### src/rtl/updi_pkg.sv
// updi_pkg - shared definitions for the UPDI transmit path.
//   updi_tx_state_t    : transmitter FSM states
//   UPDI_DATA_BITS     : data bits per UPDI frame
//   UPDI_DEF_STOP_BITS : default number of stop bits
package updi_pkg;

  localparam int UPDI_DATA_BITS     = 8;
  localparam int UPDI_DEF_STOP_BITS = 2;

  typedef enum logic [2:0] {
    IDLE   = 3'd0,
    FETCH  = 3'd1,
    LOAD   = 3'd2,
    START  = 3'd3,
    DATA   = 3'd4,
    PARITY = 3'd5,
    STOP   = 3'd6,
    BREAK  = 3'd7
  } updi_tx_state_t;

endpackage

### src/rtl/updi_baud_gen.sv
// updi_baud_gen - bit-time counter for the UPDI transmitter.
//   clk_i      : system clock
//   rst_ni     : asynchronous active-low reset
//   clr_i      : hold the counter at zero (asserted while no bit is on the line)
//   bit_tick_o : high on the last cycle of each bit time
//   pre_tick_o : high on the second-to-last cycle of each bit time
module updi_baud_gen #(
  parameter int CLKS_PER_BIT = 104
) (
  input  logic clk_i,
  input  logic rst_ni,
  input  logic clr_i,
  output logic bit_tick_o,
  output logic pre_tick_o
);

  localparam int CNT_W = $clog2(CLKS_PER_BIT);

  logic [CNT_W-1:0] cnt_q;

  assign bit_tick_o = (cnt_q == CNT_W'(CLKS_PER_BIT - 1));
  // Lets the FSM register a pulse that lands on the last cycle of a bit.
  assign pre_tick_o = (cnt_q == CNT_W'(CLKS_PER_BIT - 2));

  // Counter runs 0..CLKS_PER_BIT-1 and wraps at each bit boundary.
  always_ff @(posedge clk_i or negedge rst_ni) begin
    if (!rst_ni) begin
      cnt_q <= '0;
    end else if (clr_i || bit_tick_o) begin
      cnt_q <= '0;
    end else begin
      cnt_q <= cnt_q + CNT_W'(1);
    end
  end

endmodule

### src/rtl/updi_tx.sv
// updi_tx - UPDI one-wire serial transmitter.
// Pops bytes from the TX FIFO and sends each as: start, 8 data bits LSB
// first, even parity, STOP_BITS stop bits.
//   clk, rst (async, active-low)
//   fifo_data/fifo_empty in, fifo_rd_en out : TX FIFO read side
//   break_req in : break request (used only with UPDI_TX_BREAK_EN defined)
//   tx, tx_en    : pad level and output enable (registered)
//   busy         : high outside IDLE
//   frame_done   : pulse in the last cycle of a frame or break
// Build option: define UPDI_TX_BREAK_EN to compile in break generation.
module updi_tx
  import updi_pkg::*;
#(
  parameter int CLKS_PER_BIT = 104,
  parameter int STOP_BITS    = UPDI_DEF_STOP_BITS,
  parameter int BREAK_BITS   = 12
) (
  input  logic       clk,
  input  logic       rst,
  input  logic [7:0] fifo_data,
  input  logic       fifo_empty,
  output logic       fifo_rd_en,
  input  logic       break_req,
  output logic       tx,
  output logic       tx_en,
  output logic       busy,
  output logic       frame_done
);

  updi_tx_state_t state_q;
  logic [4:0]     bit_cnt_q;
  logic [7:0]     shreg_q;
  logic           parity_q;
  logic           tx_q;
  logic           tx_en_q;
  logic           rd_en_q;
  logic           busy_q;
  logic           done_q;

  logic           bit_tick_s;
  logic           pre_tick_s;
  logic           baud_clr_s;
  logic           last_stop_s;

`ifndef UPDI_TX_BREAK_EN
  logic unused_break_req_s;
  assign unused_break_req_s = break_req;
`endif

  // Counter is held in the non-line states so START/BREAK begin at count 0.
  assign baud_clr_s  = (state_q == IDLE) || (state_q == FETCH) || (state_q == LOAD);
  assign last_stop_s = (bit_cnt_q == 5'(STOP_BITS - 1));

  updi_baud_gen #(
    .CLKS_PER_BIT (CLKS_PER_BIT)
  ) u_baud (
    .clk_i      (clk),
    .rst_ni     (rst),
    .clr_i      (baud_clr_s),
    .bit_tick_o (bit_tick_s),
    .pre_tick_o (pre_tick_s)
  );

  // Transmit FSM with registered line outputs.
  always_ff @(posedge clk or negedge rst) begin
    if (!rst) begin
      state_q   <= IDLE;
      bit_cnt_q <= 5'd0;
      shreg_q   <= 8'h00;
      parity_q  <= 1'b0;
      tx_q      <= 1'b1;
      tx_en_q   <= 1'b0;
      rd_en_q   <= 1'b0;
      busy_q    <= 1'b0;
      done_q    <= 1'b0;
    end else begin
      rd_en_q <= 1'b0;
      done_q  <= 1'b0;
      case (state_q)
        IDLE: begin
          tx_q    <= 1'b1;
          tx_en_q <= 1'b0;
          busy_q  <= 1'b0;
`ifdef UPDI_TX_BREAK_EN
          if (break_req) begin
            state_q   <= BREAK;
            bit_cnt_q <= 5'd0;
            tx_q      <= 1'b0;
            tx_en_q   <= 1'b1;
            busy_q    <= 1'b1;
          end else
`endif
          if (!fifo_empty) begin
            state_q <= FETCH;
            rd_en_q <= 1'b1;
            busy_q  <= 1'b1;
          end else begin
            state_q <= IDLE;
          end
        end
        FETCH: begin
          state_q <= LOAD;
        end
        LOAD: begin
          // FIFO data is valid now, one cycle after the pop.
          shreg_q  <= fifo_data;
          parity_q <= ^fifo_data;
          state_q  <= START;
          tx_q     <= 1'b0;
          tx_en_q  <= 1'b1;
        end
        START: begin
          if (bit_tick_s) begin
            state_q   <= DATA;
            bit_cnt_q <= 5'd0;
            tx_q      <= shreg_q[0];
          end
        end
        DATA: begin
          if (bit_tick_s) begin
            if (bit_cnt_q == 5'(UPDI_DATA_BITS - 1)) begin
              state_q <= PARITY;
              tx_q    <= parity_q;
            end else begin
              bit_cnt_q <= bit_cnt_q + 5'd1;
              shreg_q   <= {1'b0, shreg_q[7:1]};
              tx_q      <= shreg_q[1];
            end
          end
        end
        PARITY: begin
          if (bit_tick_s) begin
            state_q   <= STOP;
            bit_cnt_q <= 5'd0;
            tx_q      <= 1'b1;
          end
        end
        STOP: begin
          if (last_stop_s && pre_tick_s) begin
            done_q <= 1'b1;
          end
          if (bit_tick_s) begin
            if (!last_stop_s) begin
              bit_cnt_q <= bit_cnt_q + 5'd1;
            end else begin
              bit_cnt_q <= 5'd0;
              tx_en_q   <= 1'b0;
              if (!fifo_empty) begin
                state_q <= FETCH;
                rd_en_q <= 1'b1;
              end else begin
                state_q <= IDLE;
                busy_q  <= 1'b0;
              end
            end
          end
        end
`ifdef UPDI_TX_BREAK_EN
        BREAK: begin
          // Low phase; the high phase reuses STOP so the exit rule is shared.
          if (bit_tick_s) begin
            if (bit_cnt_q == 5'(BREAK_BITS - 1)) begin
              state_q   <= STOP;
              bit_cnt_q <= 5'd0;
              tx_q      <= 1'b1;
            end else begin
              bit_cnt_q <= bit_cnt_q + 5'd1;
            end
          end
        end
`endif
        default: begin
          state_q <= IDLE;
          tx_q    <= 1'b1;
          tx_en_q <= 1'b0;
          busy_q  <= 1'b0;
        end
      endcase
    end
  end

  assign tx         = tx_q;
  assign tx_en      = tx_en_q;
  assign fifo_rd_en = rd_en_q;
  assign busy       = busy_q;
  assign frame_done = done_q;

endmodule

### config.mk
export PLATFORM = sky130hd
export DESIGN_NAME = updi_tx
export DESIGN_NICKNAME = d
export VERILOG_FILES = /design/src/rtl/updi_pkg.sv /design/src/rtl/updi_baud_gen.sv /design/src/rtl/updi_tx.sv
export SDC_FILE = /design/constraint.sdc
export NUM_CORES = 1
export LEC_CHECK = 0
export BUFFER_PORTS_ARGS = -buffer_cell sky130_fd_sc_hd__buf_2
export CELL_PAD_IN_SITES_DETAIL_PLACEMENT = 1
export CELL_PAD_IN_SITES_GLOBAL_PLACEMENT = 2
export CORE_ASPECT_RATIO = 1.1
export CORE_UTILIZATION = 39
export CTS_BUF_LIST = sky130_fd_sc_hd__clkbuf_8
export DETAILED_ROUTE_END_ITERATION = 8
export PLACE_DENSITY_LB_ADDON = 0.08
export SLEW_MARGIN = 10
export SYNTH_ARGS = -nofsm -noshare
export SYNTH_HDL_FRONTEND = slang
export SYNTH_SLANG_ARGS = --single-unit
### constraint.sdc
create_clock -name clk -period 2.66 [get_ports clk]
set_input_delay 0.133 -clock clk [delete_from_list [all_inputs] [get_ports clk]]
set_output_delay 0.133 -clock clk [all_outputs]
set_load 0.02 [all_outputs]
# Yosys cells after proc, flatten, opt, wreduce, memory -nomap -nowiden

Cells that the tools add are included.

Bits of input ports: 12
Bits in registers: 29
Word-level logic and storage cells: 88
Output and inout bits: 5

Reductions and logical operators: 18
Muxes and demuxes: 36
Add/sub/neg operators: 2
Eq/ne operators: 19
Bitwise gates (word level): 3

Operator list:

| operator            | number |
|---|---|
| $mux 5              | 5 |
| $pmux 3 s7          | 1 |
| $mux 3              | 6 |
| $mux 8              | 2 |
| $pmux 8 s2          | 1 |
| $mux 1              | 15 |
| $pmux 5 s3          | 1 |
| $eq 7x7->1 const B  | 2 |
| $ne 2x1->1 const B  | 5 |
| $eq 3x3->1 const B  | 3 |
| $ne 2x2->1 const B  | 4 |
| $reduce_and 4->1    | 2 |
| $reduce_xor 8->1    | 1 |
| $add 7x1->7 const B | 1 |
| $mux 7              | 1 |
| $eq 3x2->1 const B  | 2 |
| $pmux 1 s3          | 2 |
| $reduce_and 3->1    | 2 |
| $reduce_and 6->1    | 1 |
| $add 5x1->5 const B | 1 |
| $eq 5x1->1 const B  | 1 |
| $eq 5x3->1 const B  | 1 |
| $pmux 1 s5          | 1 |
| $reduce_and 5->1    | 1 |
| other kinds (11)    | 16 |

# Longest topological paths before layout

Gate-level depths: netlist of the first run.

Word-level depth: 5
Mapped depth: 6
Mapped depth without buffers: 6

# Hierarchy

From an unflattened synthesis of the first run, not the netlist that was laid out.

Cell total of the unflattened synthesis: 169
Area total of the unflattened synthesis: 1736.7 µm²

Modules (own cells, without submodules):

| module        | area an instance (µm²) | times used | cells an instance |
|---|---|---|---|
| updi_tx       | 1373.8                 | 1          | 134 |
| updi_baud_gen | 362.8                  | 1          | 35 |

# Least setup slack after synthesis of the first run

No wires, ideal clock.

Path type: reg-to-reg
From: register bit_cnt_q[0]
To: register shreg_q[0]
Stages on the path, launching flop included: 7
Required time: 2.535 ns
Path slack: 0.882 ns
Arrival time: 1.654 ns
Path buffers: 1
Cells stage by stage: dfrtp_1 -> ha_1 -> and4bb_4 -> o41ai_1 -> and2_1 -> buf_4 -> mux2_2

Longest elaborated chain between the ends: 3

Ends and longest elaborated chain:

| item                              | RTL line       | RTL |
|---|---|---|
| start, declared                   | updi_tx.sv:31  | `logic [4:0] bit_cnt_q;` |
| start signal, assigned            | updi_tx.sv:125 | `bit_cnt_q <= bit_cnt_q + 5'd1;` |
| start signal, assigned            | updi_tx.sv:144 | `bit_cnt_q <= bit_cnt_q + 5'd1;` |
| $eq 5x3->1                        | updi_tx.sv:121 | `if (bit_cnt_q == 5'(UPDI_DATA_BITS - 1)) begin` |
| $ne 2x2->1 (no source line)       | -              |  |
| $reduce_and 3->1 (no source line) | -              |  |
| end signal, assigned              | updi_tx.sv:106 | `shreg_q <= fifo_data;` |
| end signal, assigned              | updi_tx.sv:126 | `shreg_q <= {1'b0, shreg_q[7:1]};` |
| end, declared                     | updi_tx.sv:32  | `logic [7:0] shreg_q;` |

No other way between the ends.
A chain may end at the register's enable or synchronous reset.

# Final worst setup path of the first run

From: register u_baud.cnt_q[0]
To: register bit_cnt_q[1]

Longest elaborated chain between the ends: 3

Ends and longest elaborated chain:

| item                                  | RTL line            | RTL |
|---|---|---|
| start, declared                       | updi_baud_gen.sv:19 | `logic [CNT_W-1:0] cnt_q;` |
| start signal, assigned                | updi_baud_gen.sv:32 | `cnt_q <= cnt_q + CNT_W'(1);` |
| $eq 7x7->1 (*)                        | updi_baud_gen.sv:21 | `assign bit_tick_o = (cnt_q == CNT_W'(CLKS_PER_BIT - 1));` |
| $ne 2x1->1 (no source line)           | -                   |  |
| $reduce_and 5->1 (no source line) (*) | -                   |  |

Mark *: on every way between the ends. The rest lies on a longest branch, timed or not.

==> impl_metrics.env, run 1 <==
export IMPL_area_growth_pct=12.6
export IMPL_cts_resized_gates=0
export IMPL_finalHoldViolCount=0
export IMPL_final_area_mm2=0.00195
export IMPL_p_total_uw=887
export IMPL_die_w_um=65.6
export IMPL_synth_cell_type_count=48
export IMPL_firstDrtPassIters=4
export IMPL_relSlewSlack=0.556
export IMPL_drv_cap=0
export IMPL_synth_ff_type="dfrtp_1"
export IMPL_initial_core_util=0.404
export IMPL_final_setup_worst_slack_ns=0.562
export IMPL_critPathArrivalTime_ns=2.28
export IMPL_nNetsFinal=207
export IMPL_cts_tree="yes"
export IMPL_ys_seq_area_frac=0.419
export IMPL_cts_num_sinks=29
export IMPL_yosysTopAreaCellShare=0.404
export IMPL_track_usage=0.198
export IMPL_finalCritPeriodShare=0.789
export IMPL_slew_violations=0
export IMPL_antennaDiodeCount=0
export IMPL_power_leakage_uw=0.000865
export IMPL_hpwlAfterDp_mm=2.90
export IMPL_rsz0062_at_grt="false"
export IMPL_postCtsSetupRepairBufs=0
export IMPL_grt_max_degree=30
export IMPL_path_clk_slew_ns=0.07
export IMPL_ys_warn_count=0
export IMPL_min_delay_path_class="in -> reg"
export IMPL_clockRootBuffer="clkbuf_8"
export IMPL_yosysMostFrequentCell="dfrtp_1"
export IMPL_ioPinCount=17
export IMPL_rows=25
export IMPL_end_kind="register"
export IMPL_setup_tns_ns=0
export IMPL_ys_seq_elements=29
export IMPL_peakVddDrop_uv=279
export IMPL_drive_gt1_frac=0.215
export IMPL_grt_pass1_vias=1404
export IMPL_via_per_inst=5.65
export IMPL_synth_common_cells="dfrtp_1 (28), nor2_1 (16), mux2_2 (13), nand2_1 (10), xnor2_1 (9)"
export IMPL_cp_start_kind="register"
export IMPL_cp_depth=5
export IMPL_dr_total_vias=1384
export IMPL_hold_depth=2
export IMPL_critPathTopFamily="simple AND/OR/NAND/NOR gates"
export IMPL_fmax_ghz=0.477
export IMPL_htreeDepth=2
export IMPL_syn_nets=190
export IMPL_drc=0
export IMPL_period_needed_ns=2.10
export IMPL_fp_coreArea_mm2=0.00429
export IMPL_place_gp_congestion=0.785
export IMPL_dp_slack_ns=0.597
export IMPL_crit_fanout=11
export IMPL_max_slew_worst_pin_slew_ns=0.666
export IMPL_p_per_area_mw_per_mm2=455
export IMPL_synth_cells=174
export IMPL_ctsLongestPathBuffers=2
export IMPL_fp_dieH_um=71.9
export IMPL_synthesis_area_mm2=0.00173
export IMPL_synth_avg_cell_area_um2=9.96
export IMPL_r2r_cells=5
export IMPL_antenna_found_initial=0
export IMPL_ys_top_cells_by_area="dfrtp_1 (40%), mux2_2 (8.4%), xnor2_1 (4.5%)"
export IMPL_worst_skew_pair_late_latency_ns=0.29
export IMPL_critPathBufInv=0
export IMPL_fillers=484
export IMPL_port_buffers=15
export IMPL_grt_first_pass_wirelength_mm=7.09
export IMPL_cpPeakStageDelay_ns=0.39
export IMPL_yosys_area_top_type="dfrtp_1"
export IMPL_synth_edf_count=0
export IMPL_cts_buffers=5
export IMPL_critPathKind="reg -> reg"
export IMPL_crit_required_ns=2.84
export IMPL_outcome="completed"
export IMPL_wire_per_inst_um=16.7
export IMPL_drtIter0Drc=57
export IMPL_dieArea_mm2=0.00471
export IMPL_ctsHoldBuffers=1
export IMPL_setup_viol=0
export IMPL_overflow=0
export IMPL_antenna_left=0
export IMPL_dpl_instance_area_mm2=0.00185
export IMPL_holdWs_ns=0.0589
export IMPL_fin_skew_ns=0.0109
export IMPL_routed_wl_mm=4.08
export IMPL_postSynth_asyncResetShare=1.00
export IMPL_crit_path_top_delay_cell="dfrtp_1"
export IMPL_worstPathCellList="ha_1 -> nor2b_1 -> nand2_1 -> or2_4 -> o31ai_1"
power by group:
group          switching, uW  internal (uW)
Clock                    166            201
Sequential              6.58            454
Combinational           28.8           30.9
Total                    202            686
area by class of cell:
| class | instances | area [um2] | area share |
|---|---|---|---|
| inverters | 8 | 30.0 | 0.0154 |
| repair buffers | 19 | 108 | 0.0552 |
| clock inverters | 1 | 3.75 | 0.00192 |
| flip-flops and latches | 29 | 727 | 0.373 |
| well taps | 54 | 67.6 | 0.0346 |
| multi-input cells | 128 | 932 | 0.478 |
| clock buffers | 6 | 82.6 | 0.0423 |
path summary, 6_finish.rpt:
| check | slack [ns] | endpoint | from |
|---|---|---|---|
| setup / recovery | 0.56 | bit_cnt_q[1] | u_baud.cnt_q[0] |
| hold / removal | 0.06 | fifo_rd_en | fifo_empty |
| setup reg to reg | 0.56 | bit_cnt_q[1] | u_baud.cnt_q[0] |
| hold reg to reg | 0.49 | u_baud.cnt_q[0] | u_baud.cnt_q[0] |
| max in group asynchronous | 1.81 | shreg_q[6] | rst |
| min in group asynchronous | 0.41 | bit_cnt_q[2] | rst |
layout by cell type, fill, tap and decap left out, types with 5 or more instances in the layout:
master	count
nand2_1	10
xnor2_1	9
o21ai_0	8
o31ai_1	5
buf_2	15
nand3_1	8
mux2_2	13
dfrtp_1	28
clkbuf_8	6
inv_1	9
nor2_1	16
a21oi_1	5
routing by layer:
layer,up-vias,part of all wire,GRT usage
met5,-,0,0
met4,0,0.015,0.0773
met3,6,0.031,0.0440
met2,26,0.49,0.315
met1,689,0.47,0.261
li1,663,-,-
sequential cells by signal, indices dropped and copies added, names as in the netlist:
name and flops:
frame_done 1, busy 1, u_baud.cnt_q 7, tx 1, shreg_q 8, fifo_rd_en 1
state_q 3, bit_cnt_q 5, parity_q 1, tx_en 1
per-stage QoR:
step                      cells  utilization
after detailed placement    237        0.433
after floorplan             174            -
final                       245        0.455
after CTS                   245        0.455
after global placement      237        0.433
after global routing        245        0.455
cells by family after synthesis:
family	synth area share
simple gates	0.190
compound gates	0.163
mux	0.0903
xor+xnor	0.0657
flops	0.419
fa+ha+maj	0.0289
buf+inv	0.0426
No activity file was read; power rests on OpenSTA's default activity.
==> run 2: changes to the inputs <==
Settings changed: ABC_AREA set to 1, CORE_UTILIZATION 39 to 35.
Clock period 2.66 ns to 2.07 ns, I/O delays scaled along.
==> impl_metrics.env, run 2 <==
export IMPL_crit_required_ns=2.23
export IMPL_yosysTopAreaCellShare=0.362
export IMPL_final_common_cell="nand2_1"
export IMPL_cp_start_kind="register"
export IMPL_critPathTopFamily="simple AND/OR/NAND/NOR gates"
export IMPL_path_clk_slew_ns=0.06
export IMPL_syn_nets=286
export IMPL_antenna_left=0
export IMPL_ys_top_cells_by_area="dfrtp_1 (36%), nand2_1 (18%), inv_1 (7.2%)"
export IMPL_hpwlAfterDp_mm=3.35
export IMPL_reg2reg_from="u_baud.cnt_q[0]"
export IMPL_slew_violations=0
export IMPL_routed_wl_mm=4.28
export IMPL_outcome="completed"
export IMPL_via_per_inst=4.63
export IMPL_cts_num_sinks=29
export IMPL_worst_skew_pair_late_latency_ns=0.27
export IMPL_fillers=717
export IMPL_track_usage=0.176
export IMPL_p_per_area_mw_per_mm2=512
export IMPL_synth_avg_cell_area_um2=7.17
export IMPL_rows=28
export IMPL_dr_total_vias=1685
export IMPL_period_needed_ns=1.57
export IMPL_setup_viol=0
export IMPL_synth_edf_count=0
export IMPL_fin_skew_ns=0.00332
export IMPL_placed_cells=355
export IMPL_nNetsFinal=304
export IMPL_whs_endpoint="shreg_q[7]"
export IMPL_antenna_found_initial=0
export IMPL_r2r_setup_slack_ns=0.50
export IMPL_yosysMostFrequentCell="nand2_1"
export IMPL_largest_reg_flops=8
export IMPL_grt_pass1_vias=1736
export IMPL_wire_per_inst_um=11.8
export IMPL_finalHoldViolCount=0
export IMPL_cp_depth=10
export IMPL_setup_tns_ns=0
export IMPL_drc=0
export IMPL_port_buffers=15
export IMPL_seq_area_um2=727
export IMPL_place_gp_congestion=0.733
export IMPL_antennaDiodeCount=0
export IMPL_cpPeakStageDelay_ns=0.39
export IMPL_grt_max_degree=30
export IMPL_ys_seq_area_frac=0.375
export IMPL_r2r_end="state_q[2]"
export IMPL_top_regs="shreg_q: 8 flops, u_baud.cnt_q: 7 flops, bit_cnt_q: 5 flops"
export IMPL_top_register="shreg_q"
export IMPL_worstPathCellList="ha_1 -> nand2_2 -> nor2_4 -> nand2_4 -> nand2_1 -> nand2_1 -> inv_1 -> nand2_1 -> nand2_1 -> nand2_1"
export IMPL_finalCritPeriodShare=0.757
export IMPL_drtIter0Drc=52
export IMPL_ys_seq_elements=29
export IMPL_grt_first_pass_wirelength_mm=7.86
export IMPL_drive_gt1_frac=0.173
export IMPL_min_delay_start="fifo_data[7]"
export IMPL_overflow=0
export IMPL_multi_input_area_um2=991
export IMPL_fp_dieH_um=80.0
export IMPL_hold_depth=3
export IMPL_ys_warn_count=0
export IMPL_synthesis_area_mm2=0.00194
export IMPL_critPathArrivalTime_ns=1.73
export IMPL_crit_fanout=8
export IMPL_synth_cells=270
export IMPL_cts_tree="yes"
export IMPL_layout_common_cells="nand2_1 (93), inv_1 (40), dfrtp_1 (28)"
export IMPL_peakVddDrop_uv=180
export IMPL_ioPinCount=17
export IMPL_synth_common_cells="nand2_1 (93), inv_1 (37), dfrtp_1 (28), nor2_1 (21), nand3_1 (18)"
export IMPL_rsz0062_at_grt="false"
export IMPL_fp_coreArea_mm2=0.00536
export IMPL_yosys_area_top_type="dfrtp_1"
export IMPL_clockRootBuffer="clkbuf_8"
export IMPL_r2r_cells=10
export IMPL_initial_core_util=0.361
export IMPL_drv_cap=0
export IMPL_cts_resized_gates=0
export IMPL_htreeDepth=2
export IMPL_dieArea_mm2=0.00584
export IMPL_synth_cell_type_count=32
export IMPL_fin_cells=364
export IMPL_critPathBufInv=1
export IMPL_min_delay_path_class="in -> reg"
export IMPL_die_w_um=72.9
export IMPL_ctsLongestPathBuffers=2
export IMPL_relSlewSlack=0.553
export IMPL_max_slew_worst_pin_slew_ns=0.671
export IMPL_postSynth_asyncResetShare=1.00
export IMPL_critPathKind="reg -> reg"
export IMPL_area_growth_pct=10.5
export IMPL_critPathMostFrequentCell="nand2_1"
export IMPL_firstDrtPassIters=4
export IMPL_fmax_ghz=0.638
export IMPL_crit_path_top_delay_cell="dfrtp_1"
export IMPL_synth_ff_type="dfrtp_1"
export IMPL_power_leakage_uw=0.00125
export IMPL_end_kind="register"
export IMPL_cts_buffers=5
run 2: cell types whose count changed after synthesis, sizes merged, moves of 8 or more:
cell and delta:
o21ai +17, nand2 +95, xnor2 -8, mux2 -13, inv +32, nor2 +9
nand3 +12
run 2: worst reg2reg max path, stage by stage (launching register included):
cell and delay, ns:
dfrtp_1 0.39, ha_1 0.27, nand2_2 0.10, nor2_4 0.13, nand2_4 0.11, nand2_1 0.10
nand2_1 0.09, inv_1 0.09, nand2_1 0.07, nand2_1 0.06, nand2_1 0.05
run 2: kinds of logic after synthesis:
group / after synthesis / share of synthesized area
xor gates and xnor gates: 2 / 0.00905
and+or+nand+nor: 162 / 0.395
DFF: 29 / 0.375
adders and majority gates: 4 / 0.0258
buffers and inverters: 46 / 0.113
AOI/OAI and AO/OA: 27 / 0.0814
run 2: how the worst max path moves through the flow:
stage / to / startpoint
4_1_cts: state_q[2] / u_baud.cnt_q[0]
3_3_place_gp: bit_cnt_q[3] / bit_cnt_q[0]
5_1_grt: bit_cnt_q[3] / bit_cnt_q[0]
2_1_floorplan: shreg_q[4] / u_baud.cnt_q[0]
6_report: state_q[2] / u_baud.cnt_q[0]
3_5_place_dp: state_q[2] / u_baud.cnt_q[0]
run 2: timing repair:
action | CTS | global route
buffers inserted | 0 | 0
hold endpoints to repair | 28 | 0
hold buffers | 1 | 0
endpoints found under the setup margin | 0 | 0
run 2: routing by layer:
layer  global-route usage  up-vias  wire (um)
li1                     -      878          -
met3               0.0328        6         95
met4               0.0471        0         59
met2                0.316       20       2210
met5                    0        -          0
met1                0.212      781       1920
run 2: final cells by class:
cell class,count,area share
Sequential cell,29,0.340
Clock buffer,5,0.0321
Multi-Input combinational cell,195,0.463
Tap cell,75,0.0438
Clock inverter,3,0.00526
Timing Repair Buffer,16,0.0397
Inverter,41,0.0766
run 2: metrics by stage:
step / util / total power, uW / setup WS [ns] / cell area, um2 / hold WS [ns]
finish: 0.399 / 1100 / 0.503 / 2140 / 0.105
global route: 0.399 / 1160 / 0.283 / 2140 / 0.119
CTS: 0.399 / 1120 / 0.480 / 2140 / 0.102
detailed placement: 0.383 / 680 / 0.493 / 2050 / 0.186
global placement: 0.383 / 678 / 0.492 / 2050 / 0.188
floorplan: - / 643 / 0.683 / 1940 / -0.192
run 2: where the power goes:
| part | leakage, uW | switching, uW | total, uW | internal, uW |
|---|---|---|---|---|
| clock | 0.0000519 | 204 | 427 | 223 |
| sequential | 0.000338 | 5.27 | 585 | 579 |
| combinational | 0.000858 | 52.2 | 83.9 | 31.7 |
